**config.mk**
```make
export PLATFORM = sky130hd
export DESIGN_NAME = pcie_trn_tx_arbiter
export DESIGN_NICKNAME = d
export VERILOG_FILES = /design/src/rtl/pcie_trn_tx_arbiter.sv
export SDC_FILE = /design/constraint.sdc
export NUM_CORES = 1
export LEC_CHECK = 0
export CAP_MARGIN = 20
export CORE_AREA = 2 2 87 89
export CTS_BUF_LIST = sky130_fd_sc_hd__clkbuf_4
export DETAILED_ROUTE_END_ITERATION = 10
export DIE_AREA = 0 0 89 91
export GPL_ROUTABILITY_DRIVEN = 0
export PLACE_DENSITY_LB_ADDON = 0.12
export SYNTH_ARGS = -nofsm -noshare
export SYNTH_HDL_FRONTEND = slang
export SYNTH_SLANG_ARGS = --single-unit
```
**constraint.sdc**
```tcl
create_clock -name trn_clk -period 4 [get_ports trn_clk]
set_input_delay 0.8 -clock trn_clk [delete_from_list [all_inputs] [get_ports trn_clk]]
set_output_delay 0.8 -clock trn_clk [all_outputs]
set_load 0.01 [all_outputs]
```
**src/rtl/pcie_trn_tx_arbiter.sv**
```systemverilog
// Two-source round-robin arbiter for the Virtex-6 PCIe TRN transmit port.
// Grants at packet boundaries, gated on link-up and buffer availability; also hands the slot to config TLPs.
module pcie_trn_tx_arbiter #(
  parameter int unsigned BUF_MIN = 1
) (
  input  logic        trn_clk,
  input  logic        trn_reset_n,
  input  logic        trn_lnk_up_n,
  input  logic [5:0]  trn_tbuf_av,
  input  logic        trn_tdst_rdy_n,
  input  logic        trn_tcfg_req_n,
  output logic        trn_tcfg_gnt_n,
  output logic [63:0] trn_td,
  output logic        trn_trem_n,
  output logic        trn_tsof_n,
  output logic        trn_teof_n,
  output logic        trn_tsrc_rdy_n,
  output logic        trn_tsrc_dsc_n,
  output logic        trn_terrfwd_n,
  output logic        trn_tstr_n,
  input  logic [63:0] r0_td,
  input  logic        r0_trem_n,
  input  logic        r0_tsof_n,
  input  logic        r0_teof_n,
  input  logic        r0_tsrc_rdy_n,
  output logic        r0_tdst_rdy_n,
  input  logic [63:0] r1_td,
  input  logic        r1_trem_n,
  input  logic        r1_tsof_n,
  input  logic        r1_teof_n,
  input  logic        r1_tsrc_rdy_n,
  output logic        r1_tdst_rdy_n
);

  typedef enum logic [1:0] {
    S_IDLE = 2'd0,
    S_CFG  = 2'd1,
    S_BUSY = 2'd2
  } state_t;

  state_t r_state;
  logic   r_own;
  logic   r_last;
  logic   r_cfg_gnt_n;

  logic w_req0;
  logic w_req1;
  logic w_buf_ok;
  logic w_next;
  logic w_busy;
  logic w_xfer;

  assign w_req0   = ~r0_tsrc_rdy_n & ~r0_tsof_n;
  assign w_req1   = ~r1_tsrc_rdy_n & ~r1_tsof_n;
  assign w_buf_ok = (32'(trn_tbuf_av) >= BUF_MIN);
  // On a tie the requester that did not go last wins.
  assign w_next   = (w_req0 & w_req1) ? ~r_last : w_req1;
  assign w_busy   = (r_state == S_BUSY);
  assign w_xfer   = w_busy & ~trn_tsrc_rdy_n & ~trn_tdst_rdy_n;

  assign trn_tcfg_gnt_n = r_cfg_gnt_n;
  assign trn_tsrc_dsc_n = 1'b1;
  assign trn_terrfwd_n  = 1'b1;
  assign trn_tstr_n     = 1'b1;

  always_comb begin
    trn_td         = '0;
    trn_trem_n     = 1'b1;
    trn_tsof_n     = 1'b1;
    trn_teof_n     = 1'b1;
    trn_tsrc_rdy_n = 1'b1;
    r0_tdst_rdy_n  = 1'b1;
    r1_tdst_rdy_n  = 1'b1;
    if (w_busy) begin
      if (r_own) begin
        trn_td         = r1_td;
        trn_trem_n     = r1_trem_n;
        trn_tsof_n     = r1_tsof_n;
        trn_teof_n     = r1_teof_n;
        trn_tsrc_rdy_n = r1_tsrc_rdy_n;
      end else begin
        trn_td         = r0_td;
        trn_trem_n     = r0_trem_n;
        trn_tsof_n     = r0_tsof_n;
        trn_teof_n     = r0_teof_n;
        trn_tsrc_rdy_n = r0_tsrc_rdy_n;
      end
      // Link loss withholds ready so the abandoned packet loses no extra beats.
      if (!trn_lnk_up_n) begin
        if (r_own) r1_tdst_rdy_n = trn_tdst_rdy_n;
        else       r0_tdst_rdy_n = trn_tdst_rdy_n;
      end
    end
  end

  always_ff @(posedge trn_clk or negedge trn_reset_n) begin
    if (!trn_reset_n) begin
      r_state     <= S_IDLE;
      r_own       <= 1'b0;
      r_last      <= 1'b1;
      r_cfg_gnt_n <= 1'b1;
    end else begin
      case (r_state)
        S_IDLE: begin
          if (!trn_lnk_up_n) begin
            if (!trn_tcfg_req_n) begin
              r_state     <= S_CFG;
              r_cfg_gnt_n <= 1'b0;
            end else if ((w_req0 | w_req1) && w_buf_ok) begin
              r_state <= S_BUSY;
              r_own   <= w_next;
              r_last  <= w_next;
            end
          end
        end
        S_CFG: begin
          if (trn_lnk_up_n || trn_tcfg_req_n) begin
            r_state     <= S_IDLE;
            r_cfg_gnt_n <= 1'b1;
          end
        end
        S_BUSY: begin
          if (trn_lnk_up_n || (w_xfer && !trn_teof_n)) r_state <= S_IDLE;
        end
        default: begin
          r_state     <= S_IDLE;
          r_cfg_gnt_n <= 1'b1;
        end
      endcase
    end
  end

endmodule

```
==> results of run 1 <==
==> critical path: cells and delay by family, from the launching register on <==
family                 cells  cell delay, ns
AND/OR/NAND/NOR            2            0.62
flip-flops                 1            0.39
buffers and inverters      2            0.97
==> per-stage QoR <==
step / power, uW / util / hold WS, ns / instances / cell area [um2]
6_report: 677 / 0.502 / 0.580 / 488 / 3580
5_1_grt: 726 / 0.502 / 0.590 / 488 / 3580
4_1_cts: 689 / 0.502 / 0.580 / 488 / 3580
3_5_place_dp: 618 / 0.498 / 0.573 / 484 / 3550
3_3_place_gp: 615 / 0.498 / 0.566 / 484 / 3550
2_1_floorplan: 375 / - / 0.504 / 184 / 1320
==> logic make-up (layout without fill, tap and decap cells) <==
group / after synthesis / count (layout)
mux: 68 / 68
compound gates: 8 / 8
flops: 5 / 5
fa+ha+maj: 1 / 1
buf+inv: 20 / 225
simple gates: 79 / 79
other cells: 1 / 3
==> registers in the layout, summed over array words and instances, names as in the netlist <==
| register | cells |
|---|---|
| r_state | 2 |
| r_last | 1 |
| r_own | 1 |
| trn_tcfg_gnt_n | 1 |
==> worst max-delay path by stage <==
stage	depth (start not counted)	slack, ns	endpoint
3_5_place_dp	4	1.06	r1_tdst_rdy_n
4_1_cts	4	0.88	trn_td[27]
5_1_grt	4	0.78	trn_td[27]
3_3_place_gp	4	1.08	r1_tdst_rdy_n
6_report	4	0.95	trn_td[10]
2_1_floorplan	2	2.07	r0_tdst_rdy_n
==> synth_stat cells <==
library cell,instances,area [um2]
a211oi_1,1,7.51
a21o_1,1,7.51
a22o_1,2,17.5
a311oi_1,1,8.76
buf_1,6,22.5
buf_2,7,35.0
buf_4,5,37.5
conb_1,1,3.75
dfrtp_1,3,75.1
dfstp_2,2,52.6
inv_1,2,7.51
maj3_1,1,10.0
mux2i_1,68,681
nand2_1,5,18.8
nand2b_1,2,12.5
nor2_1,65,244
nor2b_1,1,6.26
nor3_1,2,10.0
nor4b_1,1,8.76
o211ai_1,1,7.51
o21a_1,1,7.51
o22ai_1,1,6.26
or2_2,1,6.26
or3_1,1,6.26
or4_4,1,11.3
==> final cells by class <==
| class | instances | area, um2 | area share |
|---|---|---|---|
| clock buffer | 4 | 30.0 | 0.00838 |
| inverter | 2 | 7.51 | 0.00209 |
| multi-input combinational | 159 | 1090 | 0.304 |
| sequential | 5 | 131 | 0.0367 |
| tap | 99 | 124 | 0.0346 |
| timing repair buffer | 219 | 2200 | 0.614 |
==> where the power goes <==
group / switching, uW / internal, uW
sequential: 49.3 / 66.1
clock: 22.2 / 44.6
combinational: 169 / 326
total: 240 / 437
==> per-layer routing <==
metal | wire length [um] | up-vias | track usage
li1 | - | 1030 | -
met1 | 2280 | 865 | 0.140
met2 | 3410 | 121 | 0.291
met3 | 841 | 10 | 0.0491
met4 | 129 | 0 | 0.0448
met5 | 0 | - | 0
==> results.md, run 1 <==
- Status: finished, final reports clean
- Simple-gate share of the synthesized area: 0.247
- Vias in the first global route: just under 2000
- Worst Hold End: r_last$_DFFE_PN1P_
- Total number of vias: 2026
- Setup TNS: 0 ns
- Die height: 91 um
- Clock transition at the registers of the reported paths: roughly 0.040 ns
- Die ar.: 8100 um2
- Tcrit/Tclk final: 0.764
- Launch point of the worst path: r_state[0]$_DFFE_PN0P_
- Worst reg2reg path endpoint: r_state[1]$_DFFE_PN0P_
- NumNets Final: 537
- Max-slew violations: 0
- Clk sink count: 5
- Slew margin rel.: 0.595
- WHS Path Cells: 1
- Final setup fails: 0
- 1st-pass router iterations: 3
- Critical-path top delay cell: clkdlybuf4s50_1
- Post-synth cell types: 25
- Setup WS pre-CTS: 1.06 ns
- Clk Latency, worst-skew pair: about 0.25 ns
- Register area share after synthesis: 0.0973
- Max Clock Freq: 327 MHz
- Commonest cells after routing, fill and taps aside: 217 x clkdlybuf4s50_1, 68 x mux2i_1, 65 x nor2_1
- R2r startpoint: r_state[0]$_DFFE_PN0P_
- Maximum number of pins on one net before global-route repair: 41
- CTS max path bufs: 2
- CP required: 3.20 ns
- Fillers: slightly above 700
- Critical-path cell list: nand2b_2 -> buf_4 -> nor2_1 -> clkdlybuf4s50_1
- Hold Violations, Final: 0
- Cell area after synthesis: around 1300 um2
- Worst Setup End Kind: output pin
- Vias/cell: 4.15
- WL per Instance: 13.6 um
- Power per cell area: around 190 nW/um2
- Pleak: approximately 0.0014 uW
- Register-to-Register Path Depth: 4
- Die width: 89 um
- Yosys warnings: 0
- RSZ-0062 raised after global routing: no
- Starting Density: 0.184
- Max incr delay on CP: between 0.5 and 0.6 ns
- Largest family of logic cells by synthesized area: multiplexers
- Min cycle time layout: 3.05 ns
- Multiplexer area fraction after synthesis: 0.519
- # Post-CTS Setup Buffers: 0
- Num CTS Buffers: 3
- GRT Overall Usage: 0.149
- Syn_area_per_cell: 7.20 um2
- Setup crit start kind: flop
- N_diodes: 0
- Antenna violations before repair: 0
- DP Wirelength: 5.54 mm
- Clock Skew: between 0.001 and 0.0015 ns
- GRT overflow: 0
- Initial DRC Count: 19
- Yosys reg bits: 5
- Routed wire length: between 6 and 7 mm
- CTS tree: yes
- Max Cap Viol: 0
- WP data arrival: 2.25 ns
- Synth Instances: 182
- Fraction of layout cells with a size suffix above 1: 0.0308
- Flop2flop setup slack: 2.18 ns
- DR DRC count: 0
- DRT antenna net count: 0
- Min-Delay Path Class: flop to flop
- Area Growth Syn to Fin: 173%
- CTS-repair resized insts: 0
- Post-synthesis compound-gate area fraction: 0.0477
- Final setup margin: 0.945 ns
- CTS root buf: clkbuf_4
- H-tree Lvls: 1
- Critical path class: flop to output pin
- IO Pins: about 220
- Post-Synth Adder-Cell Area: 0.00763
- Post-synthesis xor/xnor area fraction: 0
- Critical path peak fanout: 36
- Worst slew pin tran: approximately 0.61 ns
- Hold_buf cts: 0
- First-pass GRT wire length: 9.58 mm
- Most common cell after layout, fill and taps aside: clkdlybuf4s50_1
- VDD IR max: between 150 and 200 uV
- Port-buffer cells: about 220
- FP Rows: 31
- Hold_sp: r_last$_DFFE_PN1P_
- Core Box Area: 7140 um2
Power figures use the tool's default switching activity.
==> run 2: changes to the inputs <==
CORE_AREA = 2 2 84 86   (was 2 2 87 89)
DIE_AREA = 0 0 86 88   (was 0 0 89 91)
clock period = 2.6 ns   (was 4 ns; I/O delays follow)
==> run 2 against run 1 <==
Against the previous run: clock power grew 42%; global-route usage down 0.43 points; utilization rose by 4.1 points; worst hold slack worse by 0.076 ns; final cell count decreased by 3.3%; die area fell by 6.6%; wire length down 4.9%; largest cell class unchanged.
==> results.md, run 2 (synthesis gave the netlist of run 1 again) <==
- CTS root buf: clkbuf_4
- Area Growth Syn to Fin: 175%
- Max Cap Viol: 0
- N_diodes: 0
- Total number of vias: just over 2000
- NumNets Final: 540
- Setup crit start kind: flop
- CTS max path bufs: 2
- R2r startpoint: r_state[0]$_DFFE_PN0P_
- GRT overflow: 0
- Fraction of layout cells with a size suffix above 1: 0.0383
- Min cycle time layout: 2.43 ns
- Hold Violations, Final: 0
- CP required: 2.08 ns
- Num CTS Buffers: 3
- Non-Filler Instances: ~470
- Port-buffer cells: 217
- DP Wirelength: 5.34 mm
- Worst path bufs/invs: 2
- # Post-CTS Setup Buffers: 0
- Setup TNS: 0 ns
- Clk sink count: 5
- Clock transition at the registers of the reported paths: roughly 0.04 ns
- Most common cell after layout, fill and taps aside: clkdlybuf4s50_1
- Routed wire length: between 6 and 7 mm
- Critical path peak fanout: 45
- Power per cell area: 295 nW/um2
- VDD IR max: 161 uV
- Placed cell count: between 400 and 500
- Max incr delay on CP: 0.55 ns
- CTS-repair resized insts: 0
- DR DRC count: 0
- Max Clock Freq: ~410 MHz
- Most flop-heavy register: r_state
- Pleak: 0.00147 uW
- Die width: 86 um
- Clk Latency, worst-skew pair: 0.23 ns
- Commonest cells after routing, fill and taps aside: 217 x clkdlybuf4s50_1, 68 x mux2i_1, 65 x nor2_1
- Initial DRC Count: 48
- Antenna violations before repair: 0
- FP Rows: 30
- H-tree Lvls: 1
- Critical-path top delay cell: clkdlybuf4s50_1
- CTS tree: yes
- RSZ-0062 raised after global routing: no
- Tcrit/Tclk final: 0.934
- First-pass GRT wire length: 8.92 mm
- Clock Skew: 0.0000620 ns
- Worst reg2reg path endpoint: r_own$_DFFE_PN0P_
- Min-Delay Path Class: input pin to async pin
- Maximum number of pins on one net before global-route repair: 46
- Critical-path cell list: nand2b_2 -> buf_12 -> nor2_1 -> clkdlybuf4s50_1
- Starting Density: 0.197
- Vias in the first global route: 1856
- 1st-pass router iterations: 6
- Largest register FFs: 2
- Die height: 88 um
- DRT antenna net count: 0
- Hold_buf cts: 0
- Die ar.: 7570 um2
- GRT Overall Usage: 0.144
- WP data arrival: 1.91 ns
- IO Pins: 221
- Core Box Area: 6640 um2
- Vias/cell: 4.33
- Critical path class: flop to output pin
- Final setup fails: 0
- Max-slew violations: 0
- WL per Instance: 13.4 um
- Worst Setup End Kind: output pin
- Crit-path leading delay family: buffers and inverters
- Status: finished, final reports clean
- Register-to-Register Path Depth: 3
- Flop2flop setup slack: roughly 1.2 ns
==> run 2: cell types whose count changed in the layout (fill, tap and decap cells not counted), sizes merged <==
cell / delta
buf: +3
==> run 2: worst max-delay path by stage <==
stage          slack [ns]                    from       endpoint  cells past startpoint
2_1_floorplan        0.95       r_own$_DFFE_PN0P_     trn_trem_n                      5
3_3_place_gp         0.27            trn_lnk_up_n  r1_tdst_rdy_n                      4
3_5_place_dp         0.28            trn_lnk_up_n  r1_tdst_rdy_n                      4
4_1_cts              0.14  r_state[0]$_DFFE_PN0P_     trn_td[52]                      4
5_1_grt              0.06  r_state[0]$_DFFE_PN0P_     trn_td[37]                      4
6_report             0.17  r_state[0]$_DFFE_PN0P_     trn_td[52]                      4
==> run 2: area by class of cell <==
cell class / count / area (um2)
clock buffers: 4 / 30.0
flip-flops and latches: 5 / 131
well taps: 80 / 100
fillers: 644 / 3040
multi-input cells: 159 / 1090
inverters: 2 / 7.51
repair buffers: 222 / 2250
==> run 2: per-layer routing <==
metal | share of wire | vias to the layer above | GRT usage
met5 | 0 | - | 0
met4 | 0.012 | 0 | 0.0332
met3 | 0.095 | 6 | 0.0254
met2 | 0.53 | 123 | 0.294
met1 | 0.36 | 875 | 0.152
li1 | - | 1038 | -
==> run 2: through the flow <==
step / total power [uW] / instance area, um2 / hold WS (ns) / setup slack (ns) / util
floorplan: 578 / 1320 / 0.224 / 0.947 / -
global placement: 976 / 3580 / 0.568 / 0.275 / 0.538
finish: 1060 / 3610 / 0.504 / 0.171 / 0.543
detailed placement: 983 / 3580 / 0.569 / 0.276 / 0.538
global route: 1140 / 3610 / 0.511 / 0.0560 / 0.543
CTS: 1080 / 3610 / 0.505 / 0.140 / 0.543
==> run 2: worst register-to-register path: cells and delay by family, from the launching register on <==
family             cells  cell delay (ns)
and+or+nand+nor        1             0.44
AOI/OAI and AO/OA      2             0.44
DFF                    1             0.40
==> run 2: power by group <==
group          leakage, uW  total [uW]  switching (uW)  internal, uW
clock            0.0000184        95.0            26.9          68.1
combinational      0.00139         839             313           526
sequential       0.0000585         131            28.5           103
==> run 3: changes to the inputs <==
RECOVER_POWER = 50   (was unset)
==> run 3 against run 2 <==
Against the previous run: fmax is 0.97% lower; largest cell class unchanged; final cell count unchanged; global-route usage did not move; clock skew is essentially flat; largest power group unchanged; critical endpoint is now trn_td[35]; clock-buffer cell count unchanged; die area unchanged.
==> results.md, run 3 (synthesis gave the netlist of run 1 again) <==
- Commonest cells after routing, fill and taps aside: 209 x clkdlybuf4s50_1, 68 x mux2i_1, 65 x nor2_1
- Max-slew violations: 0
- Setup crit start kind: flop
- Placed cell areas: 3580 um2
- DRT antenna net count: 0
- N_diodes: 0
- WP data arrival: approximately 1.9 ns
- First-pass GRT wire length: 8.92 mm
- Clk Latency, worst-skew pair: 0.23 ns
- Worst Setup End Kind: output pin
- CP required: 2.08 ns
- CTS-repair resized insts: 0
- # Post-CTS Setup Buffers: 0
- Critical path peak fanout: 45
- Vias in the first global route: 1856
- Die width: 86 um
- CTS tree: yes
- Antenna violations before repair: 0
- Die height: 88 um
- Max Clock Freq: between 400 and 500 MHz
- IO Pins: 221
- CTS max path bufs: 2
- Power per cell area: 293 nW/um2
- NumNets Final: 540
- Final core utilization: 0.541
- Largest register FFs: 2
- Final setup fails: 0
- GRT overflow: 0
- Vias/cell: approximately 4.3
- Max Cap Viol: 0
- DR DRC count: 0
- Clock Skew: 0.000141 ns
- Core Box Area: 6640 um2
- Most flop-heavy register: r_state
- Total number of vias: 2051
- RSZ-0062 raised after global routing: no
- Routed wire length: 6.36 mm
- Clk sink count: 5
- Post-route cell area: about 3600 um2
- Hold_buf cts: 0
- Hold Violations, Final: 0
- Status: finished, final reports clean
- 1st-pass router iterations: 6
- Starting Density: 0.197
- Fillers: around 650
- DP Wirelength: 5.34 mm
- Clock transition at the registers of the reported paths: 0.04 ns
- Critical path class: flop to output pin
- Num CTS Buffers: 3
- Maximum number of pins on one net before global-route repair: 46
- Port-buffer cells: 217
- Tcrit/Tclk final: 0.943
- Initial DRC Count: 48
- VDD IR max: 158 uV
- WL per Instance: 13.5 um
- FP Rows: 30
- CTS root buf: clkbuf_4
- Most common cell after layout, fill and taps aside: clkdlybuf4s50_1
- Fraction of layout cells with a size suffix above 1: 0.0357
- H-tree Lvls: 1
- Die ar.: 7570 um2
- Setup TNS: 0 ns
- Min cycle time layout: 2.45 ns
- Area Growth Syn to Fin: 174%
- Min-Delay Path Class: input pin to async pin
- GRT Overall Usage: 0.144
- Pleak: 0.00147 uW
-- run 3: changes by cell type in the layout (fill, tap and decap cells not counted), sizes merged --
cell	previous run	this run
clkbuf	4	5
dlygate4sd3	0	8
clkdlybuf4s50	217	209
buf	5	4
-- run 3: path summary, 6_finish.rpt --
path	from	cells past startpoint	endpoint	slack (ns)
setup / recovery	r_state[0]$_DFFE_PN0P_	4	trn_td[35]	0.15
hold / removal	trn_reset_n	1	r_state[0]$_DFFE_PN0P_	0.57
setup reg to reg	r_state[0]$_DFFE_PN0P_	4	r_state[1]$_DFFE_PN0P_	1.14
hold reg to reg	r_last$_DFFE_PN1P_	1	r_last$_DFFE_PN1P_	0.58
max in group asynchronous	trn_reset_n	1	r_last$_DFFE_PN1P_	1.78
min in group trn_clk	r_last$_DFFE_PN1P_	1	r_last$_DFFE_PN1P_	0.58
-- run 3: through the flow --
stage               hold slack, ns  cells  total power (uW)  setup slack [ns]
floorplan                    0.224    184               578             0.947
global placement             0.568    468               976             0.275
detailed placement           0.569    468               983             0.276
CTS                          0.505    472              1080             0.140
global route                 0.582    472              1130            0.0343
finish                       0.574    472              1050             0.147
-- run 3: final cells by class --
class | instances | area, um2 | share of cell area
Clock buffer | 4 | 30.0 | 0.00836
Inverter | 2 | 7.51 | 0.00209
Multi-Input combinational cell | 159 | 1090 | 0.303
Sequential cell | 5 | 131 | 0.0366
Tap cell | 80 | 100 | 0.0279
Timing Repair Buffer | 222 | 2240 | 0.622
-- run 3: critical path: stages (launching register included) --
cell	delay, ns
dfrtp_1	0.40
nand2b_2	0.32
buf_12	0.24
nor2_1	0.11
dlygate4sd3_1	0.61
-- run 3: layer usage --
metal	global-route usage	up-vias	wire length, um
met5	0	-	0
met4	0.0332	0	65
met3	0.0254	6	610
met2	0.294	125	3410
met1	0.152	883	2280
li1	-	1037	-
-- run 3: report_power, final --
group	switching [uW]	internal, uW	total [uW]
clock	27.0	68.1	95.1
sequential	27.2	103	130
combinational	314	514	828
